--- config.mk ---
export PLATFORM = sky130hd
export DESIGN_NAME = pipe_phy_ctrl_fsm
export DESIGN_NICKNAME = d
export VERILOG_FILES = /design/src/rtl/pipe_phy_ctrl_fsm.sv
export SDC_FILE = /design/constraint.sdc
export NUM_CORES = 1
export LEC_CHECK = 0
export CELL_PAD_IN_SITES_DETAIL_PLACEMENT = 1
export CELL_PAD_IN_SITES_GLOBAL_PLACEMENT = 2
export CORE_UTILIZATION = 36
export CTS_CLUSTER_DIAMETER = 120
export DETAILED_ROUTE_END_ITERATION = 16
export PLACE_DENSITY_LB_ADDON = 0.1
export SYNTH_ARGS = -nofsm -noshare
export SYNTH_HDL_FRONTEND = slang
export SYNTH_SLANG_ARGS = --single-unit
--- constraint.sdc ---
create_clock -name clk -period 5.12 [get_ports clk]
set_input_delay 0.768 -clock clk [delete_from_list [all_inputs] [get_ports clk]]
set_output_delay 0.768 -clock clk [all_outputs]
set_load 0.01 [all_outputs]
--- src/rtl/pipe_phy_ctrl_fsm.sv ---
// PHY-side PIPE control FSM: sequences reset hold, power-state changes, rate changes
// and receiver detection, each finished by a single-cycle phy_status handshake.
module pipe_phy_ctrl_fsm #(
  parameter int RESET_ACK_CYCLES = 8,
  parameter int PD_LATENCY       = 4,
  parameter int RATE_LATENCY     = 16,
  parameter int DETECT_LATENCY   = 12
) (
  input  logic       clk,
  input  logic       reset,
  input  logic [3:0] power_down,
  input  logic [3:0] rate,
  input  logic       tx_detect_rx,
  input  logic [3:0] tx_elec_idle,
  input  logic       rx_present,
  output logic       phy_status,
  output logic [2:0] rx_status,
  output logic [3:0] pd_current,
  output logic [3:0] rate_current,
  output logic       busy,
  output logic       err_illegal
);

  localparam int MAX_A   = (PD_LATENCY > RATE_LATENCY) ? PD_LATENCY : RATE_LATENCY;
  localparam int MAX_B   = (DETECT_LATENCY > RESET_ACK_CYCLES) ? DETECT_LATENCY : RESET_ACK_CYCLES;
  localparam int MAX_LAT = (MAX_A > MAX_B) ? MAX_A : MAX_B;
  localparam int CNT_W   = $clog2(MAX_LAT) + 1;

  localparam logic [CNT_W-1:0] RST_LAST  = CNT_W'(RESET_ACK_CYCLES - 1);
  localparam logic [CNT_W-1:0] PD_LOAD   = CNT_W'(PD_LATENCY - 1);
  localparam logic [CNT_W-1:0] RATE_LOAD = CNT_W'(RATE_LATENCY - 1);
  localparam logic [CNT_W-1:0] DET_LOAD  = CNT_W'(DETECT_LATENCY - 1);

  localparam logic [3:0] PD_P1 = 4'd2;

  typedef enum logic [2:0] {
    S_RESET_HOLD,
    S_IDLE,
    S_PD_CHANGE,
    S_RATE_CHANGE,
    S_DETECT,
    S_ACK
  } state_t;

  state_t           state_q;
  logic [CNT_W-1:0] cnt_q;
  logic [3:0]       pd_req_q;
  logic [3:0]       rate_req_q;
  logic [3:0]       pd_prev_q;
  logic             detect_armed_q;
  logic             phy_status_q;
  logic [2:0]       rx_status_q;
  logic [3:0]       pd_current_q;
  logic [3:0]       rate_current_q;
  logic             busy_q;
  logic             err_illegal_q;

  logic pd_legal;
  logic rate_req;
  logic pd_req;
  logic det_req;

  assign pd_legal = (power_down <= 4'd3);
  assign rate_req = (rate != rate_current_q);
  assign pd_req   = pd_legal && (power_down != pd_current_q);
  assign det_req  = tx_detect_rx && detect_armed_q && (pd_current_q == PD_P1) && tx_elec_idle[0];

  always_ff @(posedge clk or negedge reset) begin
    if (!reset) begin
      state_q        <= S_RESET_HOLD;
      cnt_q          <= '0;
      pd_req_q       <= PD_P1;
      rate_req_q     <= 4'd0;
      pd_prev_q      <= 4'd0;
      detect_armed_q <= 1'b1;
      phy_status_q   <= 1'b1;
      rx_status_q    <= 3'b000;
      pd_current_q   <= PD_P1;
      rate_current_q <= 4'd0;
      busy_q         <= 1'b1;
      err_illegal_q  <= 1'b0;
    end else begin
      // Illegal power_down is flagged once, on the first sample of a new illegal value.
      pd_prev_q     <= power_down;
      err_illegal_q <= (state_q != S_RESET_HOLD) && !pd_legal && (power_down != pd_prev_q);

      if (!tx_detect_rx) detect_armed_q <= 1'b1;

      case (state_q)
        S_RESET_HOLD: begin
          if (cnt_q == RST_LAST) begin
            state_q      <= S_IDLE;
            cnt_q        <= '0;
            phy_status_q <= 1'b0;
            busy_q       <= 1'b0;
          end else begin
            cnt_q <= cnt_q + CNT_W'(1);
          end
        end

        S_IDLE: begin
          if (rate_req) begin
            state_q    <= S_RATE_CHANGE;
            cnt_q      <= RATE_LOAD;
            rate_req_q <= rate;
            busy_q     <= 1'b1;
          end else if (pd_req) begin
            state_q  <= S_PD_CHANGE;
            cnt_q    <= PD_LOAD;
            pd_req_q <= power_down;
            busy_q   <= 1'b1;
          end else if (det_req) begin
            state_q        <= S_DETECT;
            cnt_q          <= DET_LOAD;
            detect_armed_q <= 1'b0;
            busy_q         <= 1'b1;
          end
        end

        S_PD_CHANGE, S_RATE_CHANGE, S_DETECT: begin
          // Counter reaches zero exactly LAT edges after the sampling edge in IDLE.
          if (cnt_q == '0) begin
            state_q      <= S_ACK;
            phy_status_q <= 1'b1;
            if (state_q == S_PD_CHANGE)   pd_current_q   <= pd_req_q;
            if (state_q == S_RATE_CHANGE) rate_current_q <= rate_req_q;
            if (state_q == S_DETECT)      rx_status_q    <= rx_present ? 3'b011 : 3'b000;
          end else begin
            cnt_q <= cnt_q - CNT_W'(1);
          end
        end

        S_ACK: begin
          state_q      <= S_IDLE;
          phy_status_q <= 1'b0;
          rx_status_q  <= 3'b000;
          busy_q       <= 1'b0;
        end

        default: begin
          state_q      <= S_RESET_HOLD;
          cnt_q        <= '0;
          phy_status_q <= 1'b1;
          busy_q       <= 1'b1;
        end
      endcase
    end
  end

  assign phy_status   = phy_status_q;
  assign rx_status    = rx_status_q;
  assign pd_current   = pd_current_q;
  assign rate_current = rate_current_q;
  assign busy         = busy_q;
  assign err_illegal  = err_illegal_q;

endmodule

==> results.py, run 1 <==
metrics = {
    "status": {
        "outcome": "completed",
    },
    "finish": {
        "syn2layout_area_growth_pct": 22.2,
        "num-nets-final": 213,
        "fin_area_um2": 2170,
        "drive_gt1_frac": 0.200,
        "layout_commonest_cell": "dfrtp_1",
        "utilization": 0.460,
        "diodes": 0,
        "final_cell_mix": "28 x dfrtp_1, 25 x clkdlybuf4s50_1, 15 x mux2_2, 14 x o21ai_0, 13 x nor2_1",
    },
    "timing": {
        "max_freq_mhz": 406,
        "worstMarginPinSlew_ns": 0.680,
        "period_share": 0.481,
        "relSlewSlack": 0.546,
        "final-max-slew-violation-count": 0,
        "hold_viol": 0,
        "fin_worst_skew_ns": 0.00847,
        "setup_viol": 0,
        "holdWs_ns": 0.456,
        "rsz0062_at_grt": "no",
        "tns_ns": 0,
        "min_period_ns": 2.46,
    },
    "clock_tree": {
        "cts_inserted_buffers": 5,
        "cts_tree": "yes",
        "clock-sinks": 33,
        "clk_pin_slew_ns": 0.07,
        "clockBufferDepth": 2,
        "cts_resized": 0,
        "post_cts_hold_buffer_count": 0,
        "clk_latency_ns": 0.28,
        "post-cts-setup-buffer-count": 0,
        "cts-htree-levels": 2,
        "clock-root-buffer": "clkbuf_8",
    },
    "floorplanning": {
        "fp.coreArea_um2": 4720,
        "row_count": 25,
        "pin_count": 30,
        "die_area_um2": 5220,
        "initial_core_util": 0.376,
        "die_w_um": 72.3,
        "die_h_um": 72.3,
    },
    "pwr": {
        "power.total_w": 0.00123,
        "peakVddDrop_mv": 0.232,
        "p_leak_nw": 0.888,
        "p_per_area_nw_per_um2": 566,
    },
    "grt": {
        "grt_pass1_vias": 1518,
        "grt_overflow_total": 0,
        "grt_max_degree": 34,
        "track_usage": 0.187,
        "grt_pass1_wl_mm": 7.42,
        "antenna_found_initial": 0,
    },
    "logic_synthesis": {
        "postSynthAreaPerCell_um2": 10.6,
        "async_reset_ff_frac": 1.00,
        "yosysWarnings": 0,
        "synth_nets": 187,
        "synthFlopType": "dfrtp_1",
        "ys_seq_elements": 33,
        "yosysSeqAreaShare": 0.468,
        "syn-cell-area_um2": 1780,
        "synth_cells": 168,
        "synth_edf_count": 0,
        "synth_cell_type_count": 48,
    },
    "route": {
        "wl_met3_um": 89,
        "dr.pass1.iters": 4,
        "wl_met1_mm": 1.93,
        "drt-total-wl_mm": 4.27,
        "drtIter0Drc": 43,
        "wl_per_cell_um": 16.3,
        "vias_per_cell": 5.32,
        "routed.top_layer": "met4",
        "drtAntennaViolNets": 0,
        "met2_length_mm": 2.21,
        "vias": 1395,
        "drc_errors": 0,
    },
    "setup_path": {
        "startpoint_type": "primary input",
        "critPathCaptureType": "register",
        "critical_path_buf_inv_count": 1,
        "critPathRequiredTime_ns": 5.29,
        "cpMaxStageDelayCell": "clkdlybuf4s50_1",
        "arrival_ns": 2.63,
        "r2r_cells": 5,
        "path_max_fanout": 5,
        "cp_cell_sequence": "clkdlybuf4s50_1, xnor2_1, nand4_1, nor3_2, a21o_2, mux2_4",
        "crit_cells": 6,
        "critPathMaxStageDelay_ns": 0.51,
        "crit_family": "simple AND/OR/NAND/NOR gates",
        "path_class": "primary input to register",
    },
    "place": {
        "dpl_cell_area_um2": 2080,
        "port_buffers": 25,
        "hpwl_mm": 3.19,
        "place_congestion": 0.813,
    },
    "hold_path": {
        "hold_path_depth": 1,
        "worst_hold_path_type": "register to register",
    },
    "flow_run": {
        "maxCapViolCount": 0,
    },
}
## worst paths after layout
kind	startpoint	end	slack, ns
min in group asynchronous	reset	cnt_q[0]	0.89
worst min-delay path	pd_prev_q[2]	err_illegal	0.46
worst max-delay path	rate[2]	cnt_q[1]	2.66
max in group asynchronous	reset	pd_req_q[1]	3.87
worst max register to register	cnt_q[1]	state_q[2]	2.85
worst min register to register	pd_prev_q[2]	err_illegal	0.46
## layer usage
metal	vias up	track usage
met1	709	0.238
met2	21	0.319
li1	659	-
met4	0	0.0588
met5	-	0
met3	6	0.0375
## through the flow
stage | setup slack [ns] | cells
after floorplan | 3.08 | 168
after global placement | 2.41 | 254
after detailed placement | 2.35 | 254
after CTS | 2.65 | 262
after global routing | 2.54 | 262
final | 2.66 | 262
## flip-flops by register name (all words and copies together) (netlist names), 3 cells and up
register      cells
rate_req_q        4
cnt_q             5
state_q           3
pd_prev_q         4
pd_current        4
pd_req_q          4
rate_current      4
## worst reg2reg max path, stage by stage, from the launching register on
cell and delay, ns:
dfrtp_1 0.42, ha_1 0.29, nor4bb_1 0.60, o22ai_1 0.25, a21oi_2 0.23, mux2_2 0.36
## synthesized netlist by cell type, types with 2 or more instances
master    count  area share
a21oi_1       9       0.025
a22o_1        4       0.020
a311oi_1      2      0.0099
and2_1        2      0.0070
buf_2         3      0.0084
buf_4         2      0.0084
clkbuf_1      2      0.0042
dfrtp_1      28        0.39
dfstp_2       5       0.074
ha_1          3       0.021
inv_1         6       0.013
mux2_2       15       0.095
nand2_1      10       0.021
nand3_1       6       0.017
nor2_1       13       0.027
nor2b_1       3       0.011
nor3_1        2      0.0056
o21ai_0      14       0.039
o22ai_1       3       0.011
or2_2         2      0.0070
xnor2_1       6       0.030
xor2_1        2      0.0099
## cell type report
| class | count | area (µm²) |
|---|---|---|
| Multi-Input combinational cell | 122 | 885 |
| Fill cell | 529 | 2550 |
| Inverter | 6 | 22.5 |
| Timing Repair Buffer | 26 | 258 |
| Tap cell | 67 | 83.8 |
| Clock buffer | 8 | 90.1 |
| Sequential cell | 33 | 832 |
## cells by family (layout without fill, tap and decap cells)
group | count (synthesis) | in the layout | synth area share
compound gates | 45 | 45 | 0.171
xor+xnor | 8 | 8 | 0.0394
fa+ha+maj | 3 | 3 | 0.0211
buf+inv | 13 | 40 | 0.0338
flops | 33 | 33 | 0.468
mux | 16 | 16 | 0.104
other cells | 1 | 1 | 0.00211
simple gates | 49 | 49 | 0.161
## report_power, final
group	leakage (nW)	internal (W)	switching [W]
clock network	0.0455	0.000110	0.0000933
logic	0.441	0.000285	0.000276
registers	0.401	0.000353	0.000112
total	0.888	0.000748	0.000481
Power figures use the tool's default switching activity.
==> run 2, diff against run 1 <==
--- a/config.mk
+++ b/config.mk
@@ -7,7 +7,7 @@
 export LEC_CHECK = 0
 export CELL_PAD_IN_SITES_DETAIL_PLACEMENT = 1
 export CELL_PAD_IN_SITES_GLOBAL_PLACEMENT = 2
-export CORE_UTILIZATION = 36
+export CORE_UTILIZATION = 30
 export CTS_CLUSTER_DIAMETER = 120
 export DETAILED_ROUTE_END_ITERATION = 16
 export PLACE_DENSITY_LB_ADDON = 0.1
==> constraint.sdc (replaced) <==
create_clock -name clk -period 2 [get_ports clk]
set_input_delay 0.3 -clock clk [delete_from_list [all_inputs] [get_ports clk]]
set_output_delay 0.3 -clock clk [all_outputs]
set_load 0.01 [all_outputs]
==> run 2 against run 1 <==
Sequential power up 140%; via count rose by 4.5%; critical path depth increased by 1; highest routed layer unchanged; global-route usage down 2.0 points; register-to-register slack got worse by 2.7 ns; flip-flop and latch count did not move; power grew to 2.8 times the previous value; sequential share of layout area is 3.3 points lower.
==> results.py, run 2 (synthesis results as in run 1) <==
metrics = {
    "status": {
        "outcome": "completed",
    },
    "place": {
        "hpwl_mm": 3.56,
        "dp_cells": 283,
        "dp_slack_ns": -0.177,
        "port_buffers": 25,
        "place_congestion": 0.780,
    },
    "floorplanning": {
        "die_area_um2": 6230,
        "pin_count": 30,
        "initial_core_util": 0.317,
        "die_h_um": 79.0,
        "row_count": 27,
        "fp.coreArea_um2": 5610,
        "die_w_um": 79.0,
    },
    "setup_path": {
        "ff2ff_setup_slack_ns": 0.12,
        "cp_cell_sequence": "inv_2, ha_1, nor4b_4, buf_4, o22ai_2, a21oi_2, mux2_2",
        "arrival_ns": 2.05,
        "critical_path_buf_inv_count": 2,
        "critPathMaxStageDelay_ns": 0.45,
        "critPathCaptureType": "register",
        "crit_family": "flip-flops",
        "path_max_fanout": 5,
        "startpoint_type": "register",
        "cpMaxStageDelayCell": "dfrtp_2",
        "path_class": "register to register",
        "critPathRequiredTime_ns": 2.17,
    },
    "route": {
        "drc_errors": 0,
        "wl_per_cell_um": 15.8,
        "drtIter0Drc": 91,
        "dr.pass1.iters": 4,
        "drt-total-wl_mm": 4.60,
        "vias_per_cell": 5.01,
        "drtAntennaViolNets": 0,
        "vias": 1458,
    },
    "pwr": {
        "p_leak_nw": 1.01,
        "switching_share": 0.380,
        "p_clk_frac": 0.155,
        "p_seq_frac": 0.331,
        "p_per_area_nw_per_um2": 1430,
        "power_switching_w": 0.00130,
        "peakVddDrop_mv": 0.529,
        "intPower_w": 0.00211,
        "p_comb_frac": 0.514,
    },
    "clock_tree": {
        "clk_pin_slew_ns": 0.07,
        "cts_tree": "yes",
        "post-cts-setup-buffer-count": 0,
        "clk_latency_ns": 0.28,
        "clockBufferDepth": 2,
        "clock-sinks": 33,
        "clock-root-buffer": "clkbuf_8",
        "cts_inserted_buffers": 5,
        "post_cts_hold_buffer_count": 0,
        "cts-htree-levels": 2,
    },
    "timing": {
        "period_share": 0.941,
        "fin_worst_skew_ns": 0.00332,
        "final-max-slew-violation-count": 0,
        "tns_ns": 0,
        "max_freq_mhz": 531,
        "hold_viol": 0,
        "rsz0062_at_grt": "no",
        "holdWs_ns": 0.437,
        "layout_setup_ws_ns": 0.117,
        "min_period_ns": 1.88,
        "setup_viol": 0,
    },
    "finish": {
        "diodes": 0,
        "largest_reg_flops": 5,
        "stdcell_count": 291,
        "drive_gt1_frac": 0.329,
        "top_register": "cnt_q",
        "utilization": 0.425,
        "num-nets-final": 237,
        "syn2layout_area_growth_pct": 34.0,
        "layout_commonest_cell": "dfrtp_1",
        "fillers": 645,
        "final_cell_mix": "26 x dfrtp_1, 25 x clkdlybuf4s50_1, 25 x buf_4, 15 x mux2_2, 14 x o21ai_0",
    },
    "grt": {
        "track_usage": 0.167,
        "grt_pass1_vias": 1591,
        "grt_pass1_wl_mm": 7.89,
        "grt_overflow_total": 0,
        "grt_max_degree": 34,
        "antenna_found_initial": 0,
    },
    "hold_path": {
        "worst_hold_path_type": "primary input to async pin",
    },
    "flow_run": {
        "maxCapViolCount": 0,
    },
}
run 2: cell count changes in the layout (fill, tap and decap cells not counted), sizes merged:
cell / delta
buf: +24
clkbuf: -1
clkinvlp: +1
run 2: cell type report:
cell class              instances  area [µm²]  share of cell area
well taps                      72        90.1              0.0378
flip-flops and latches         33         835               0.350
inverters                       6        22.5             0.00946
clock inverters                 1        7.51             0.00315
clock buffers                   7        86.3              0.0363
multi-input cells             122         902               0.379
repair buffers                 50         438               0.184
run 2: stage by stage:
step / power (W) / area [µm²]
2_1_floorplan: 0.00217 / 1780
3_3_place_gp: 0.00280 / 2270
3_5_place_dp: 0.00286 / 2270
4_1_cts: 0.00342 / 2360
5_1_grt: 0.00369 / 2380
6_report: 0.00341 / 2380
run 2: metal layers:
layer / up-vias / part of all wire / GRT usage
li1: 706 / - / -
met2: 27 / 0.49 / 0.277
met3: 7 / 0.029 / 0.0402
met1: 718 / 0.46 / 0.213
met5: - / 0 / 0
met4: 0 / 0.020 / 0.0545
run 2: what timing repair did:
item,in CTS,in global routing
gates resized for setup,0,8
hold endpoints to repair,0,0
setup endpoints to repair,0,12
run 2: final timing paths:
path	to	startpoint	depth (start not counted)
setup / recovery	state_q[2]	cnt_q[1]	7
hold / removal	cnt_q[2]	reset	2
setup reg to reg	state_q[2]	cnt_q[1]	7
hold reg to reg	err_illegal	pd_prev_q[2]	1
max in group asynchronous	pd_req_q[1]	reset	2
min in group clk	err_illegal	pd_prev_q[2]	1
run 2: power groups by stage:
stage               Combinational (W)  Sequential [W]  Clock, W
finish                        0.00175         0.00113  0.000528
global route                  0.00194         0.00117  0.000583
CTS                           0.00175         0.00112  0.000554
detailed placement            0.00173         0.00113         0
global placement              0.00169         0.00111         0
floorplan                     0.00107         0.00109         0
==> run 3, diff against run 2 <==
--- a/config.mk
+++ b/config.mk
@@ -9,8 +9,9 @@
 export CELL_PAD_IN_SITES_GLOBAL_PLACEMENT = 2
 export CORE_UTILIZATION = 30
 export CTS_CLUSTER_DIAMETER = 120
+export CTS_CLUSTER_SIZE = 12
 export DETAILED_ROUTE_END_ITERATION = 16
-export PLACE_DENSITY_LB_ADDON = 0.1
+export PLACE_DENSITY_LB_ADDON = 0.05
 export SYNTH_ARGS = -nofsm -noshare
 export SYNTH_HDL_FRONTEND = slang
 export SYNTH_SLANG_ARGS = --single-unit
==> run 3 against run 2 <==
Non-clock buffer count increased by 8; power rose by 2.2%; worst hold slack worse by 0.0035 ns; via count rose by 2.5%; core utilization rose by 1.0 points; critical path type unchanged.
==> results.py, run 3 (synthesis results as in run 1) <==
metrics = {
    "status": {
        "outcome": "completed",
    },
    "finish": {
        "fillers": 653,
        "final_cell_mix": "33 x buf_4, 26 x dfrtp_1, 25 x clkdlybuf4s50_1, 15 x mux2_2, 14 x o21ai_0",
        "drive_gt1_frac": 0.348,
        "top_register": "cnt_q",
        "num-nets-final": 245,
        "stdcell_count": 299,
        "diodes": 0,
        "largest_reg_flops": 5,
        "syn2layout_area_growth_pct": 37.2,
        "layout_commonest_cell": "buf_4",
    },
    "setup_path": {
        "r2r-end": "state_q[2]",
        "path_class": "register to register",
        "startpoint_type": "register",
        "critPathMaxStageDelay_ns": 0.57,
        "r2r_cells": 6,
        "arrival_ns": 2.05,
        "critical_path_buf_inv_count": 1,
        "crit_family": "flip-flops",
        "cpMaxStageDelayCell": "dfstp_2",
        "path_max_fanout": 4,
        "critPathRequiredTime_ns": 2.16,
        "reg2reg_from": "pd_current[1]",
        "critPathCaptureType": "register",
        "ff2ff_setup_slack_ns": 0.12,
        "cp_cell_sequence": "xnor2_1, a311oi_2, nor3_2, buf_4, a21oi_2, mux2_2",
    },
    "floorplanning": {
        "row_count": 27,
        "die_area_um2": 6230,
        "fp.coreArea_um2": 5610,
        "die_w_um": 79.0,
        "pin_count": 30,
        "initial_core_util": 0.317,
        "die_h_um": 79.0,
    },
    "timing": {
        "max_freq_mhz": 531,
        "holdWs_ns": 0.433,
        "period_share": 0.942,
        "setup_viol": 0,
        "layout_setup_ws_ns": 0.117,
        "hold_viol": 0,
        "final-max-slew-violation-count": 0,
        "rsz0062_at_grt": "no",
        "tns_ns": 0,
        "min_period_ns": 1.88,
        "fin_worst_skew_ns": 0.00674,
    },
    "place": {
        "place_congestion": 0.752,
        "hpwl_mm": 3.59,
        "port_buffers": 25,
        "dp_cells": 290,
        "dp_slack_ns": -0.158,
    },
    "route": {
        "drc_errors": 0,
        "wl_per_cell_um": 15.9,
        "dr.pass1.iters": 4,
        "drtIter0Drc": 60,
        "vias": 1494,
        "drtAntennaViolNets": 0,
        "drt-total-wl_mm": 4.74,
        "vias_per_cell": 5.00,
    },
    "clock_tree": {
        "clock-root-buffer": "clkbuf_8",
        "clockBufferDepth": 2,
        "clk_latency_ns": 0.28,
        "clk_pin_slew_ns": 0.07,
        "clock-sinks": 33,
        "cts-htree-levels": 2,
        "post_cts_hold_buffer_count": 0,
        "cts_tree": "yes",
        "cts_inserted_buffers": 5,
    },
    "pwr": {
        "peakVddDrop_mv": 0.499,
        "p_leak_nw": 1.05,
        "p_per_area_nw_per_um2": 1430,
    },
    "grt": {
        "grt_pass1_vias": 1661,
        "grt_max_degree": 34,
        "track_usage": 0.173,
        "grt_pass1_wl_mm": 8.16,
        "antenna_found_initial": 0,
        "grt_overflow_total": 0,
    },
    "hold_path": {
        "worst_hold_path_type": "primary input to async pin",
    },
    "flow_run": {
        "maxCapViolCount": 0,
    },
}
run 3: layer usage:
metal,vias to the layer above,share of wire,track usage
met1,726,0.43,0.214
met2,43,0.50,0.294
met4,0,0.014,0.0655
li1,719,-,-
met3,6,0.051,0.0391
met5,-,0,0
run 3: how the worst max path moves through the flow:
stage | slack (ns) | cells after the start | to | from
after detailed placement | -0.16 | 7 | state_q[2] | rate[2]
after CTS | 0.02 | 7 | pd_current[2] | cnt_q[1]
after global placement | -0.07 | 7 | state_q[2] | power_down[1]
final | 0.12 | 6 | state_q[2] | pd_current[1]
after floorplan | 0.16 | 7 | cnt_q[1] | cnt_q[0]
after global routing | 0.02 | 8 | rate_current[2] | cnt_q[1]
run 3: repair_timing:
item | CTS | global route
buffers inserted | 0 | 1
resized for setup | 1 | 7
setup endpoints to repair | 2 | 12
run 3: final cells by class:
cell class	instances	area (µm²)	area share
multi-input combinational	122	902	0.370
tap	72	90.1	0.0370
clock buffer	8	90.1	0.0370
inverter	6	22.5	0.00924
timing repair buffer	58	498	0.204
sequential	33	835	0.342
run 3: power by group:
group | switching [W] | total [W] | internal [W]
clock network | 0.000238 | 0.000519 | 0.000281
logic | 0.000859 | 0.00185 | 0.000993
registers | 0.000203 | 0.00111 | 0.000910
run 3: metrics by stage:
stage                     area [µm²]   util  power, W
after detailed placement        2320  0.414   0.00294
after global placement          2320  0.414   0.00287
final                           2440  0.435   0.00348
after CTS                       2410  0.430   0.00349
after floorplan                 1780      -   0.00217
after global routing            2440  0.435   0.00378
